## src/rtl/mux_stream_rr.sv

```systemverilog
// N-input valid/ready stream multiplexer with a registered output stage.
// Channel choice is either a fixed select or round-robin across all requesters.
module mux_stream_rr #(
    parameter int WIDTH = 4,
    parameter int N_IN  = 4,
    localparam int SEL_W = $clog2(N_IN)
) (
    input  logic                  clk,
    input  logic                  rst,
    input  logic                  mode,
    input  logic [SEL_W-1:0]      sel,
    input  logic [N_IN*WIDTH-1:0] in_data,
    input  logic [N_IN-1:0]       in_valid,
    output logic [N_IN-1:0]       in_ready,
    output logic [WIDTH-1:0]      out_data,
    output logic [SEL_W-1:0]      out_ch,
    output logic                  out_valid,
    input  logic                  out_ready
);

    localparam logic [SEL_W-1:0] LAST_IDX = SEL_W'(N_IN - 1);

    logic                 load_en_s;
    logic                 grant_valid_s;
    logic [SEL_W-1:0]     grant_idx_s;
    logic [WIDTH-1:0]     grant_data_s;
    logic [SEL_W-1:0]     ptr_next_s;
    logic [N_IN-1:0]      in_ready_s;
    logic [SEL_W-1:0]     ptr_r;
    logic [WIDTH-1:0]     out_data_r;
    logic [SEL_W-1:0]     out_ch_r;
    logic                 out_valid_r;

    assign load_en_s = !out_valid_r || out_ready;

    // Arbitration: pick at most one valid channel when the output stage can load.
    always_comb begin
        grant_valid_s = 1'b0;
        grant_idx_s   = {SEL_W{1'b0}};
        grant_data_s  = {WIDTH{1'b0}};
        if (rst || !load_en_s) begin
            grant_valid_s = 1'b0;
        end else if (mode == 1'b0) begin
            // An out-of-range sel never matches any loop index, so it yields no grant.
            for (int i = 0; i < N_IN; i++) begin
                if (sel == SEL_W'(i) && in_valid[i]) begin
                    grant_valid_s = 1'b1;
                    grant_idx_s   = SEL_W'(i);
                    grant_data_s  = in_data[i*WIDTH +: WIDTH];
                end else begin
                    grant_valid_s = grant_valid_s;
                end
            end
        end else begin
            // Two passes give the circular scan: ptr..N_IN-1, then 0..ptr-1.
            for (int i = 0; i < N_IN; i++) begin
                if (!grant_valid_s && in_valid[i] && i >= int'(ptr_r)) begin
                    grant_valid_s = 1'b1;
                    grant_idx_s   = SEL_W'(i);
                    grant_data_s  = in_data[i*WIDTH +: WIDTH];
                end else begin
                    grant_valid_s = grant_valid_s;
                end
            end
            for (int i = 0; i < N_IN; i++) begin
                if (!grant_valid_s && in_valid[i] && i < int'(ptr_r)) begin
                    grant_valid_s = 1'b1;
                    grant_idx_s   = SEL_W'(i);
                    grant_data_s  = in_data[i*WIDTH +: WIDTH];
                end else begin
                    grant_valid_s = grant_valid_s;
                end
            end
        end
    end

    // One-hot ready decode from the grant.
    always_comb begin
        in_ready_s = {N_IN{1'b0}};
        for (int i = 0; i < N_IN; i++) begin
            if (grant_valid_s && grant_idx_s == SEL_W'(i)) begin
                in_ready_s[i] = 1'b1;
            end else begin
                in_ready_s[i] = 1'b0;
            end
        end
    end

    // Round-robin pointer advances past the granted channel, wrapping at N_IN.
    always_comb begin
        ptr_next_s = grant_idx_s + SEL_W'(1'b1);
        if (grant_idx_s == LAST_IDX) begin
            ptr_next_s = {SEL_W{1'b0}};
        end else begin
            ptr_next_s = grant_idx_s + SEL_W'(1'b1);
        end
    end

    // Output register stage and round-robin pointer state.
    always_ff @(posedge clk) begin
        if (rst) begin
            out_valid_r <= 1'b0;
            out_data_r  <= {WIDTH{1'b0}};
            out_ch_r    <= {SEL_W{1'b0}};
            ptr_r       <= {SEL_W{1'b0}};
        end else begin
            if (load_en_s && grant_valid_s) begin
                out_valid_r <= 1'b1;
                out_data_r  <= grant_data_s;
                out_ch_r    <= grant_idx_s;
            end else if (load_en_s) begin
                out_valid_r <= 1'b0;
            end else begin
                out_valid_r <= out_valid_r;
            end
            if (grant_valid_s && mode == 1'b1) begin
                ptr_r <= ptr_next_s;
            end else begin
                ptr_r <= ptr_r;
            end
        end
    end

    assign in_ready  = in_ready_s;
    assign out_data  = out_data_r;
    assign out_ch    = out_ch_r;
    assign out_valid = out_valid_r;

endmodule

```

## config.mk

```make
export PLATFORM = sky130hd
export DESIGN_NAME = mux_stream_rr
export DESIGN_NICKNAME = d
export VERILOG_FILES = /design/src/rtl/mux_stream_rr.sv
export SDC_FILE = /design/constraint.sdc
export NUM_CORES = 1
export LEC_CHECK = 0
export ABC_AREA = 1
export BUFFER_PORTS_ARGS = -buffer_cell sky130_fd_sc_hd__clkbuf_2
export CORE_ASPECT_RATIO = 0.7
export CORE_MARGIN = 4
export CORE_UTILIZATION = 55
export DETAILED_ROUTE_END_ITERATION = 16
export GPL_ROUTABILITY_DRIVEN = 0
export PLACE_DENSITY = 0.83
export SLEW_MARGIN = 25
export SYNTH_ARGS = -nofsm -noshare
export SYNTH_HDL_FRONTEND = slang
export SYNTH_SLANG_ARGS = --single-unit
export TNS_END_PERCENT = 30
```

## constraint.sdc

```tcl
create_clock -name clk -period 2.8 [get_ports clk]
set_input_delay 0.56 -clock clk [delete_from_list [all_inputs] [get_ports clk]]
set_output_delay 0.56 -clock clk [all_outputs]
set_load 0.1 [all_outputs]
```

---- Word level (Yosys, flattened, before mapping) ----
Cells that the tools add are included.
word-level totals
  bits in read-only memories .............. 0
  memory bits (writable) .................. 0
  bits of input ports ..................... 26
  bits in latches ......................... 0
  word-level logic and storage cells ...... 108
  bits in registers ....................... 9
  memories kept ........................... 0
  output and inout bits ................... 11
operators by class
  $add $sub $neg .......................... 1
  equality and inequality tests ........... 6
  $mul .................................... 0
  div/mod/pow operators ................... 0
  reduce and logical (&&, ||, !) cells .... 35
  order comparisons ....................... 6
  shift operators ......................... 0
  muxes and demuxes ....................... 56
  bitwise logic cells ..................... 0
operator list
  kind                                                                                 number
  4-bit two-way mux                                                                    13
  1-bit two-way mux                                                                    33
  1-bit logical AND                                                                    22
  2-bit two-way mux                                                                    10
  2-bit equality test (second input constant)                                          4
  1-bit zero test                                                                      8
  2-bit by 1-bit equality test with 1-bit output (second input constant)               2
  1-bit by 2-bit greater-or-equal comparator with 1-bit output (first input constant)  2
  2-bit zero test                                                                      2
  1-bit by 2-bit < comparator with 1-bit output (first input constant)                 2
  2-bit by 1-bit adder with 2-bit output (second input constant)                       1
  2-bit greater-or-equal comparator (first input constant)                             1
  1-bit logical OR                                                                     2
  2-bit < comparator (first input constant)                                            1
  2-bit nonzero test                                                                   1

---- Logic depth before layout (Yosys ltp) ----
Gate-level depths: netlist of the first run.
  depth after elaboration ................. 43
  mapped depth ............................ 13
  depth with buffers taken out ............ 13

---- Worst setup path before layout of the first run ----
OpenSTA, ideal clock, no wires.
  path kind ............................... input -> output
  start ................................... input in_valid[0]
  end ..................................... output in_ready[1]
  slack ................................... -0.685 ns
  stages on the path ...................... 11
  path buffers ............................ 1
  required time ........................... 2.240 ns
  arrival time ............................ 2.925 ns
  path through ............................ buf_6 nand2_2 nand3_4 nor2_8 nand3_1 nand4_1 nand2_1 inv_1 ha_1 inv_1 nor2_1
between the ends
  cells in the longest elaborated chain, start to end .. 42
  elaborated cells between the ends (all ways) .. 55
  classes of those cells .................. eq/ne (1); mux (34); reduce/logical (20)
ends and longest elaborated chain
  item                                              line  text
  start: declaration                                13    input logic [N_IN-1:0] in_valid,
  1-bit logical AND                                 57    if (!grant_valid_s && in_valid[i] && i >= int'(ptr_r)) begin
  1-bit two-way mux                                 57
  1-bit two-way mux                                 43    end else if (mode == 1'b0) begin
  1-bit two-way mux                                 41    if (rst || !load_en_s) begin
  1-bit zero test                                   57
  1-bit logical AND (2 in series)                   57
  1-bit two-way mux                                 57
  1-bit two-way mux                                 43
  [25 not listed]                                   n/a
  1-bit logical AND (2 in series)                   66    if (!grant_valid_s && in_valid[i] && i < int'(ptr_r)) begin
  2-bit two-way mux *                               66
  2-bit two-way mux *                               43
  2-bit two-way mux *                               41
  named net grant_idx_s[0]                          25    logic [SEL_W-1:0] grant_idx_s;
  2-bit by 1-bit equality test with 1-bit output *  81    if (grant_valid_s && grant_idx_s == SEL_W'(i)) begin
  1-bit logical AND *                               81
  1-bit two-way mux *                               81
  end: declaration                                  14    output logic [N_IN-1:0] in_ready,
The timed path passes the listed nets; every way through them passes the cells marked *. The select of a mux whose other input is x is not followed.

---- Final worst setup path of the first run ----
  start ................................... register ptr_r[1]
  end ..................................... output in_ready[1]
between the ends
  cells in the longest elaborated chain, start to end .. 43
  elaborated cells between the ends (all ways) .. 56
  classes of those cells .................. order compare (6); eq/ne (1); mux (30); reduce/logical (19)
ends and longest elaborated chain
  item                                                          line  text
  start: declaration                                            29    logic [SEL_W-1:0] ptr_r;
  start signal: assignment                                      105   ptr_r <= {SEL_W{1'b0}};
  start signal: assignment                                      117   ptr_r <= ptr_next_s;
  start signal: assignment                                      119   ptr_r <= ptr_r;
  1-bit by 2-bit greater-or-equal comparator with 1-bit output  57
  1-bit logical AND                                             57
  1-bit two-way mux                                             57
  1-bit two-way mux                                             43
  1-bit two-way mux                                             41
  1-bit zero test                                               57
  1-bit logical AND (2 in series)                               57
  1-bit two-way mux                                             57
  [26 not listed]                                               n/a
  1-bit logical AND (2 in series)                               66
  2-bit two-way mux *                                           66
  2-bit two-way mux *                                           43
  2-bit two-way mux *                                           41
  named net grant_idx_s[0]                                      25
  2-bit by 1-bit equality test with 1-bit output *              81
  1-bit logical AND *                                           81
  1-bit two-way mux *                                           81
Marks and branches as above.

==> results of run 1 <==
## registers in the layout, summed over array words and instances (netlist names)
name and count:
out_data 4, out_valid 1, ptr_r 2, out_ch 2
## what timing repair did
action / in CTS / in global routing
setup endpoints to repair: 4 / 4
resized for setup: 3 / 6
pin swaps: 0 / 5
buffers inserted: 0 / 3
## synthesized netlist by cell type
| master | number | area share (%) |
|---|---|---|
| ha_1 | 4 | 4.1 |
| nand2_2 | 6 | 3.1 |
| nor3_1 | 1 | 0.41 |
| nor2_1 | 22 | 6.7 |
| a21oi_2 | 7 | 5.0 |
| a21oi_1 | 9 | 3.7 |
| clkbuf_8 | 2 | 2.2 |
| o21ai_0 | 6 | 2.5 |
| nand2_1 | 58 | 18 |
| nand3_1 | 18 | 7.4 |
| buf_6 | 1 | 0.92 |
| nand3_4 | 2 | 2.9 |
| inv_1 | 42 | 13 |
| buf_2 | 1 | 0.41 |
| nor3_2 | 1 | 0.82 |
| o211ai_1 | 4 | 2.5 |
| buf_12 | 1 | 1.6 |
| dfxtp_1 | 9 | 15 |
| nand3_2 | 1 | 0.82 |
| nand2_4 | 3 | 2.8 |
| nand4_1 | 6 | 3.1 |
| nor2_8 | 2 | 3.3 |
| or2_2 | 1 | 0.51 |
## power by group
part / switching, µW / internal (µW)
clock: 48.8 / 55.1
sequential: 7.00 / 138
combinational: 213 / 91.5
total: 268 / 284
## metrics by stage
stage / instance area, µm² / hold WS [ns] / util, %
floorplan: 1239 / 0.4584 / -
global placement: 1520 / 0.4614 / 76.61
global route: 1589 / 0.4900 / 80.08
finish: 1589 / 0.4697 / 80.08
detailed placement: 1520 / 0.4618 / 76.61
CTS: 1555 / 0.4730 / 78.37
## logic make-up after synthesis
logic type,count (synthesis),synth area share (%)
adders and majority gates,4,4.090
AOI/OAI and AO/OA,26,13.60
buffers and inverters,47,18.10
and+or+nand+nor,121,49.49
DFF,9,14.72
## worst register-to-register path, delay by kind of cell (launching register included)
| kind | cells | cell delay, ns |
|---|---|---|
| AND/OR/NAND/NOR | 8 | 1.00 |
| flip-flops | 1 | 0.37 |
| adder cells (fa/ha/maj) | 1 | 0.34 |
| AO/OA/AOI/OAI | 1 | 0.05 |
## final timing paths
check | startpoint | end | slack (ns) | depth (start not counted)
setup / recovery | ptr_r[1] | in_ready[1] | 0.06 | 12
hold reg to reg | out_ch[0] | out_ch[0] | 0.47 | 2
setup reg to reg | ptr_r[1] | ptr_r[1] | 0.93 | 10
hold / removal | out_ch[0] | out_ch[0] | 0.47 | 2
## cell type report
class	count	share of cell area, %
multi-input cells	151	53.62
repair buffers	48	20.79
flip-flops and latches	9	11.65
inverters	42	9.921
well taps	30	2.362
clock buffers	4	1.654
## metal layers
metal	vias up	track usage, %	routed length (µm)
met5	-	0	0
met4	0	2.521	20
met3	2	6.573	373
met2	81	43.65	1685
met1	666	32.67	1637
li1	739	-	-
==> results by group, run 1 <==
Critical path
  • CP Data Required Time: 2.24 ns
  • Critical path endpoint category: output port
  • Worst setup SP type: register
  • Slowest stage delay, CP: 0.37 ns
  • Crit-path max FO: 6
  • CP Class: reg -> out
  • Arr. time, crit path: 2.18 ns
  • CP max-delay cell: dfxtp_4
  • Crit-path leading delay family: simple AND/OR/NAND/NOR gates
  • CP bufs+invs: 3
  • CP Cell Sequence: nor2_2 -> nand2_2 -> nand3_4 -> nor2_8 -> nand3_2 -> nand4_1 -> nand2_2 -> inv_1 -> ha_1 -> inv_1 -> nor2_4 -> buf_12

Synth
  • Synthesized flop and latch total: 9
  • Sequential fraction of the synthesis area: 14.72%
  • Post-synthesis instance total: 207
  • Syn avg cell area: 5.911 µm²
  • Yosys cell types: 23
  • Ys Warns: 0
  • Mapped Area: 0.001224 mm²
  • Syn Nets: 237

Timing
  • Setup TNS: 0 ns
  • Crit path time final: 2.745 ns
  • Final Max Slew Viols: 0
  • Worst Max-Slew Pin Slew: 0.5509 ns
  • Peak Freq: 364.4 MHz
  • Final worst path period share: 98.02%
  • Fin. Hold Viols: 0
  • Post-Route Skew: 0.002352 ns
  • RSZ-0062 raised after global routing: true
  • Setup ws final: 0.05546 ns
  • Slew headroom: 63.43%
  • Final count of negative-setup-slack endpoints: 0

Detailed routing
  • Drt pass-1 iters: 5
  • DRC errors left: 0
  • Vias per std cell: 5.239
  • 1st-iter DRT viols: 107
  • Routed WL per cell: 13.08 µm
  • Final WL: 3.716 mm
  • Antenna Violating Nets Remaining: 0
  • Total vias in the final route: 1488

Place
  • Place WS: 0.008958 ns
  • HPWL Detailed: 3.012 mm
  • Inst Count DP: 277
  • PortBufs: 36

Layout
  • ANT cells: 0
  • Synth-to-Final Area Change: 29.86%
  • Most common cell after layout, fill and taps aside: nand2_1
  • Multi-input logic area: 852.1 µm²
  • Register Area: 185.2 µm²
  • Fillers: 156
  • Final nets: 285
  • Most frequent cells in the layout: 55 x nand2_1, 41 x inv_1, 32 x clkbuf_2, 17 x nor2_1, 17 x nand3_1
  • Final cell count without fillers: 284
  • Layout cells sized above 1: 33.86%

Global routing
  • Vias in the first global route: 1314
  • GRT overflow: 0
  • Antenna violations before repair: 0
  • Largest net degree at the start of global routing: 16
  • GRT Total Usage: 24.86%
  • First-pass GRT wire length: 5.768 mm

Pwr
  • Leakage: 0.0008884 µW
  • Maximum vdd drop: 374.0 µV
  • Total power: 552.7 µW
  • PwrDens: 347.8 mW/mm²

Clock network
  • Cts bufs inserted: 3
  • Sink Count: 9
  • Clk root buf: clkbuf_4
  • Clock Path Buffers: 2
  • CTS Hold Bufs: 0
  • Worst-path clk slew: 0.06 ns
  • Htree depth: 1
  • TritonCTS clock tree: built
  • Clk Latency, worst-skew pair: 0.26 ns

Floorplan
  • Ports: 37
  • Row count: 13
  • Die height: 47.47 µm
  • Core area: 0.001984 mm²
  • Die area: 0.003056 mm²
  • Die Wd: 64.38 µm
  • Starting Density: 61.66%

Hold path
  • HP Class: reg -> reg

Status
  • Run status: completed

Job
  • Number of max-cap violations: 0
No activity file was read; power rests on OpenSTA's default activity.
==> run 2, diff against run 1 <==
- ABC_AREA: 1 -> default
- CORE_UTILIZATION: 55 -> 53
- CTS_CLUSTER_SIZE: default -> 20
- PLACE_DENSITY: 0.83 -> 0.82
- RECOVER_POWER: default -> 25
==> run 2 against run 1 <==
Against the previous run:
- worst setup slack worse by 0.053 ns
- register-to-register slack lost 0.06 ns
- clock power up 4%
- power up 0.28%
- highest routed layer unchanged
==> results by group, run 2 <==
Status
  • Run status: completed

Layout
  • Synth-to-Final Area Change: 40.26%
  • Layout cells sized above 1: 39.78%
  • Max FFs per register: 4
  • Most common cell after layout, fill and taps aside: clkbuf_2
  • Fillers: 129
  • ANT cells: 0
  • Cell area after layout: 0.001478 mm²
  • Most frequent cells in the layout: 26 x clkbuf_2, 17 x nand2_1, 17 x buf_4, 13 x a22oi_1, 9 x a21oi_1
  • Final nets: 217

Floorplan
  • Die Wd: 61.29 µm
  • Core area: 0.001871 mm²
  • Ports: 37
  • Die area: 0.002776 mm²
  • Row count: 13
  • Starting Density: 56.32%
  • Die height: 45.30 µm

Synth
  • Post-synthesis instance total: 136
  • Synth cell count leaders: 17 x nand2_1, 13 x a22oi_1, 9 x a21oi_1, 9 x dfxtp_1
  • Asr flop ratio synth: 0%
  • Cell type with the largest total area after synthesis: dfxtp_1
  • Synthesized flop and latch total: 9
  • Predominant post-synthesis flop cell: dfxtp_1
  • Mapped Area: 0.001054 mm²
  • Ys Warns: 0
  • Synth top area cells: dfxtp_1 17%, a22oi_1 9.3%, nand2_1 6.1%
  • Yosys cell types: 42
  • Count leader, synth: nand2_1
  • Number of synthesized flops with an enable pin: 0
  • Syn Nets: 166
  • Top cell type's share of synthesized area: 17.10%
  • Sequential fraction of the synthesis area: 17.10%
  • Syn avg cell area: 7.746 µm²

Timing
  • Slew headroom: 22.36%
  • Peak Freq: 357.5 MHz
  • Worst Max-Slew Pin Slew: 1.170 ns
  • Setup ws final: 0.002537 ns
  • Fin. Hold Viols: 0
  • Post-Route Skew: 0.006729 ns
  • Crit path time final: 2.797 ns
  • Worst Hold Slack: 0.4612 ns
  • Final count of negative-setup-slack endpoints: 0
  • Final worst path period share: 99.91%
  • Final Max Slew Viols: 0

Pwr
  • Switching share of power: 47.28%
  • Sequential power share: 26.9%
  • PwrDens: 375.1 mW/mm²
  • Cell Int Power: 292.2 µW
  • Comb power frac: 53.7%
  • Total power: 554.2 µW
  • Net Sw Power: 262.1 µW
  • Maximum vdd drop: 381.2 µV
  • Clock power share: 19.4%
  • Leakage: 0.0006363 µW

Clock network
  • Sink Count: 9
  • Cts bufs inserted: 3
  • TritonCTS clock tree: built
  • Htree depth: 1
  • Clock Path Buffers: 2
  • Clk root buf: clkbuf_4
  • Clk Latency, worst-skew pair: 0.28 ns
  • Worst-path clk slew: 0.07 ns

Critical path
  • Worst setup SP type: input port
  • CP Data Required Time: 2.24 ns
  • CP Class: in -> out
  • Crit-path max FO: 7
  • Worst Reg-to-Reg Cells: 8
  • Critical path endpoint category: output port
  • Arr. time, crit path: 2.24 ns

Job
  • Number of max-cap violations: 0

Detailed routing
  • WL met3: 538 µm
  • Met1 WL: 1.574 mm
  • Total vias in the final route: 1430
  • DRC errors left: 0
  • Highest routing layer actually used: met4
  • Metal2 WL: 1.896 mm
  • Antenna Violating Nets Remaining: 0
  • 1st-iter DRT viols: 157
  • Drt pass-1 iters: 6
  • Final WL: 4.183 mm
  • Vias per std cell: 6.875
  • Routed WL per cell: 20.11 µm

Place
  • Place WS: -0.01619 ns
  • HPWL Detailed: 3.039 mm
  • Dpl cell area: 0.001361 mm²
  • PortBufs: 36

Global routing
  • GRT Total Usage: 30.22%
  • Largest net degree at the start of global routing: 17
  • Antenna violations before repair: 0
  • Vias in the first global route: 1319
  • First-pass GRT wire length: 5.989 mm
  • GRT overflow: 0

Hold path
  • HP Class: reg -> reg
  • Hold path depth: 2
## run 2: per-stage QoR
stage          util [%]  TNS [ns]  cells
3_3_place_gp      72.78         0    199
5_1_grt           79.00   -0.1073    208
6_report          79.00         0    208
4_1_cts           74.78         0    204
3_5_place_dp      72.78  -0.02445    199
2_1_floorplan         -   -0.3799    136
## run 2: timing repair
| action | 4_1_cts | 5_1_grt |
|---|---|---|
| endpoints found under the setup margin | 2 | 3 |
| resized for setup | 2 | 16 |
| setup buffers | 1 | 4 |
| hold buffers | 0 | 0 |
| pin swaps | 2 | 5 |
## run 2: metal layers
layer / vias up / track usage (%)
met1: 637 / 36.29
met2: 132 / 48.95
met3: 35 / 7.143
met5: - / 0
met4: 0 / 17.75
li1: 626 / -
## run 2: kinds of logic (layout without fill, tap and decap cells)
family	after synthesis	count (layout)	share of synthesized area [%]
and+or+nand+nor	58	58	32.18
DFF	9	9	17.10
adders and majority gates	4	4	4.751
muxes	2	2	2.019
buffers and inverters	10	60	5.938
AOI/OAI and AO/OA	53	53	38.00
## run 2: final timing paths
kind                    start          end  slack [ns]
setup / recovery  in_valid[0]  in_ready[3]       0.003
hold / removal      out_ch[1]    out_ch[1]        0.46
setup reg to reg     ptr_r[1]     ptr_r[1]        0.87
hold reg to reg     out_ch[1]    out_ch[1]        0.46
## run 2: power by group through the flow
stage / registers (µW) / clock network, µW / logic [µW]
after floorplan: 223 / 0 / 120
final: 149 / 108 / 298
after global placement: 149 / 0 / 265
after global routing: 150 / 117 / 310
after CTS: 148 / 108 / 278
after detailed placement: 151 / 0 / 275
## run 2: cell type report
cell class	count	area, µm²	share of cell area [%]
timing repair buffer	53	371.6	25.15
multi-input combinational	117	858.3	58.09
inverter	3	11.26	0.7621
clock buffer	4	26.28	1.778
sequential	9	182.7	12.36
tap	22	27.53	1.863
## run 2: worst max-delay path: stages
cell and delay [ns]:
buf_6 0.11, nor2b_2 0.16, o21bai_1 0.19, and3_4 0.23, nor3_1 0.05, a211o_1 0.36, inv_2 0.13, ha_4 0.13
and2_4 0.15, buf_12 0.17
==> run 3, diff against run 2 <==
- ABC_AREA: default -> 1
- CORE_UTILIZATION: 53 -> 55
- PLACE_DENSITY: 0.82 -> 0.83
- REMOVE_ABC_BUFFERS: default -> 1
==> run 3 against run 2 <==
Against the previous run:
- non-clock buffer count is 4 lower
- count of clock-buffer cells in the layout is 1 lower
- die area grew 10%
- clock skew is 0.0037 ns lower
- final area is 7.1% higher
- global-route usage shrank 6.9 points
- wire length fell by 22%
- via count is 1.3% lower
- critical endpoint is now in_ready[1]
- sequential share of layout area shrank 0.66 points
- clock power down 6%
==> results by group, run 3 (synthesized netlist as in run 1, its figures left out) <==
Detailed routing
  • Antenna Violating Nets Remaining: 0
  • 1st-iter DRT viols: 110
  • DRC errors left: 0
  • Vias per std cell: 4.954
  • Routed WL per cell: 11.46 µm
  • Final WL: 3.266 mm
  • Drt pass-1 iters: 4
  • Total vias in the final route: 1412

Floorplan
  • Die area: 0.003056 mm²
  • Core area: 0.001984 mm²
  • Starting Density: 61.66%
  • Die Wd: 64.38 µm
  • Die height: 47.47 µm
  • Row count: 13
  • Ports: 37

Pwr
  • Clock power share: 18.8%
  • Net Sw Power: 259.0 µW
  • Comb power frac: 54.3%
  • Cell Int Power: 280.2 µW
  • Leakage: 0.0008896 µW
  • Maximum vdd drop: 311.8 µV
  • Switching share of power: 48.03%
  • PwrDens: 340.7 mW/mm²
  • Sequential power share: 26.9%
  • Total power: 539.3 µW

Global routing
  • Largest net degree at the start of global routing: 11
  • Vias in the first global route: 1201
  • Antenna violations before repair: 0
  • GRT overflow: 0
  • GRT Total Usage: 23.34%
  • First-pass GRT wire length: 5.471 mm

Clock network
  • Worst-path clk slew: 0.06 ns
  • CTS Hold Bufs: 0
  • TritonCTS clock tree: built
  • Clk root buf: clkbuf_4
  • Clk Latency, worst-skew pair: 0.26 ns
  • Sink Count: 9
  • Cts bufs inserted: 3
  • Htree depth: 1
  • Clock Path Buffers: 2

Critical path
  • CP Class: reg -> out
  • CP max-delay cell: dfxtp_4
  • Crit-path max FO: 6
  • Worst Reg-to-Reg Cells: 13
  • R2r setup slk: 0.93 ns
  • Worst setup SP type: register
  • Critical path endpoint category: output port
  • Arr. time, crit path: 2.09 ns
  • CP Cell Sequence: nand2_1 -> nand2_4 -> nand3_4 -> nor2_8 -> nand2_4 -> nor2_8 -> nand2_1 -> nand3_1 -> nand2_1 -> buf_4 -> ha_1 -> inv_1 -> nor2_2 -> buf_12
  • Slowest stage delay, CP: 0.37 ns
  • CP most frequent cell: nand2_1
  • CP Data Required Time: 2.24 ns

Layout
  • Fillers: 159
  • Multi-input logic area: 839.6 µm²
  • Final nets: 286
  • Most common cell after layout, fill and taps aside: nand2_1
  • Register Area: 185.2 µm²
  • ANT cells: 0
  • Max FFs per register: 4
  • Synth-to-Final Area Change: 29.35%
  • Most frequent cells in the layout: 58 x nand2_1, 42 x inv_1, 30 x clkbuf_2, 18 x nand3_1, 17 x nor2_1
  • Layout cells sized above 1: 31.76%

Timing
  • Worst Max-Slew Pin Slew: 1.179 ns
  • Crit path time final: 2.654 ns
  • Final Max Slew Viols: 0
  • Post-Route Skew: 0.003061 ns
  • Final worst path period share: 94.79%
  • Slew headroom: 21.74%
  • Setup TNS: 0 ns
  • Peak Freq: 376.8 MHz
  • Final count of negative-setup-slack endpoints: 0
  • Setup ws final: 0.1459 ns
  • Fin. Hold Viols: 0

Job
  • Number of max-cap violations: 0

Hold path
  • Hold path depth: 2
  • HP Class: reg -> reg

Place
  • HPWL Detailed: 2.768 mm
  • PortBufs: 36
  • Place WS: 0.1052 ns

Status
  • Run status: completed
==> run 3: layout make-up <==
type | instances | share of cell area, %
Inverter | 42 | 9.960
Timing Repair Buffer | 49 | 21.19
Sequential cell | 9 | 11.70
Clock buffer | 3 | 1.423
Tap cell | 30 | 2.372
Multi-Input combinational cell | 151 | 53.04
Clock inverter | 1 | 0.3162
==> run 3: what timing repair did <==
item | 4_1_cts | 5_1_grt
endpoints found under the setup margin | 1 | 4
pin swaps | 0 | 1
setup buffers | 0 | 1
gates resized for setup | 1 | 8
==> run 3: final timing paths <==
path / endpoint / startpoint
min: out_ch[1] / out_ch[1]
max: in_ready[1] / ptr_r[1]
min reg2reg: out_ch[1] / out_ch[1]
max reg2reg: ptr_r[1] / ptr_r[1]
==> run 3: worst max-delay path: cells and delay by family, from the launching register on <==
family,cells,cell delay (ns)
adders and majority gates,1,0.18
DFF,1,0.37
and+or+nand+nor,10,0.89
buffers and inverters,3,0.38
==> run 3: stage by stage <==
| step | std cells | instance area [µm²] | hold WS, ns | util [%] |
|---|---|---|---|---|
| floorplan | 202 | 1160 | 0.4523 | - |
| global placement | 280 | 1528 | 0.4599 | 76.99 |
| detailed placement | 280 | 1528 | 0.4654 | 76.99 |
| CTS | 284 | 1556 | 0.4736 | 78.44 |
| global route | 285 | 1583 | 0.4873 | 79.76 |
| finish | 285 | 1583 | 0.4747 | 79.76 |
==> run 3: routing by layer <==
layer	wire [µm]	GRT usage, %	vias to the layer above
li1	-	-	746
met1	1673	34.75	605
met2	1319	35.86	61
met3	273	5.164	0
met4	0	2.521	0
met5	0	0	-
==> run 3: power by group through the flow <==
stage,combinational (µW),clock (µW),sequential [µW]
2_1_floorplan,135,0,205
3_3_place_gp,283,0,147
3_5_place_dp,286,0,148
4_1_cts,287,103,145
5_1_grt,319,111,146
6_report,293,102,145
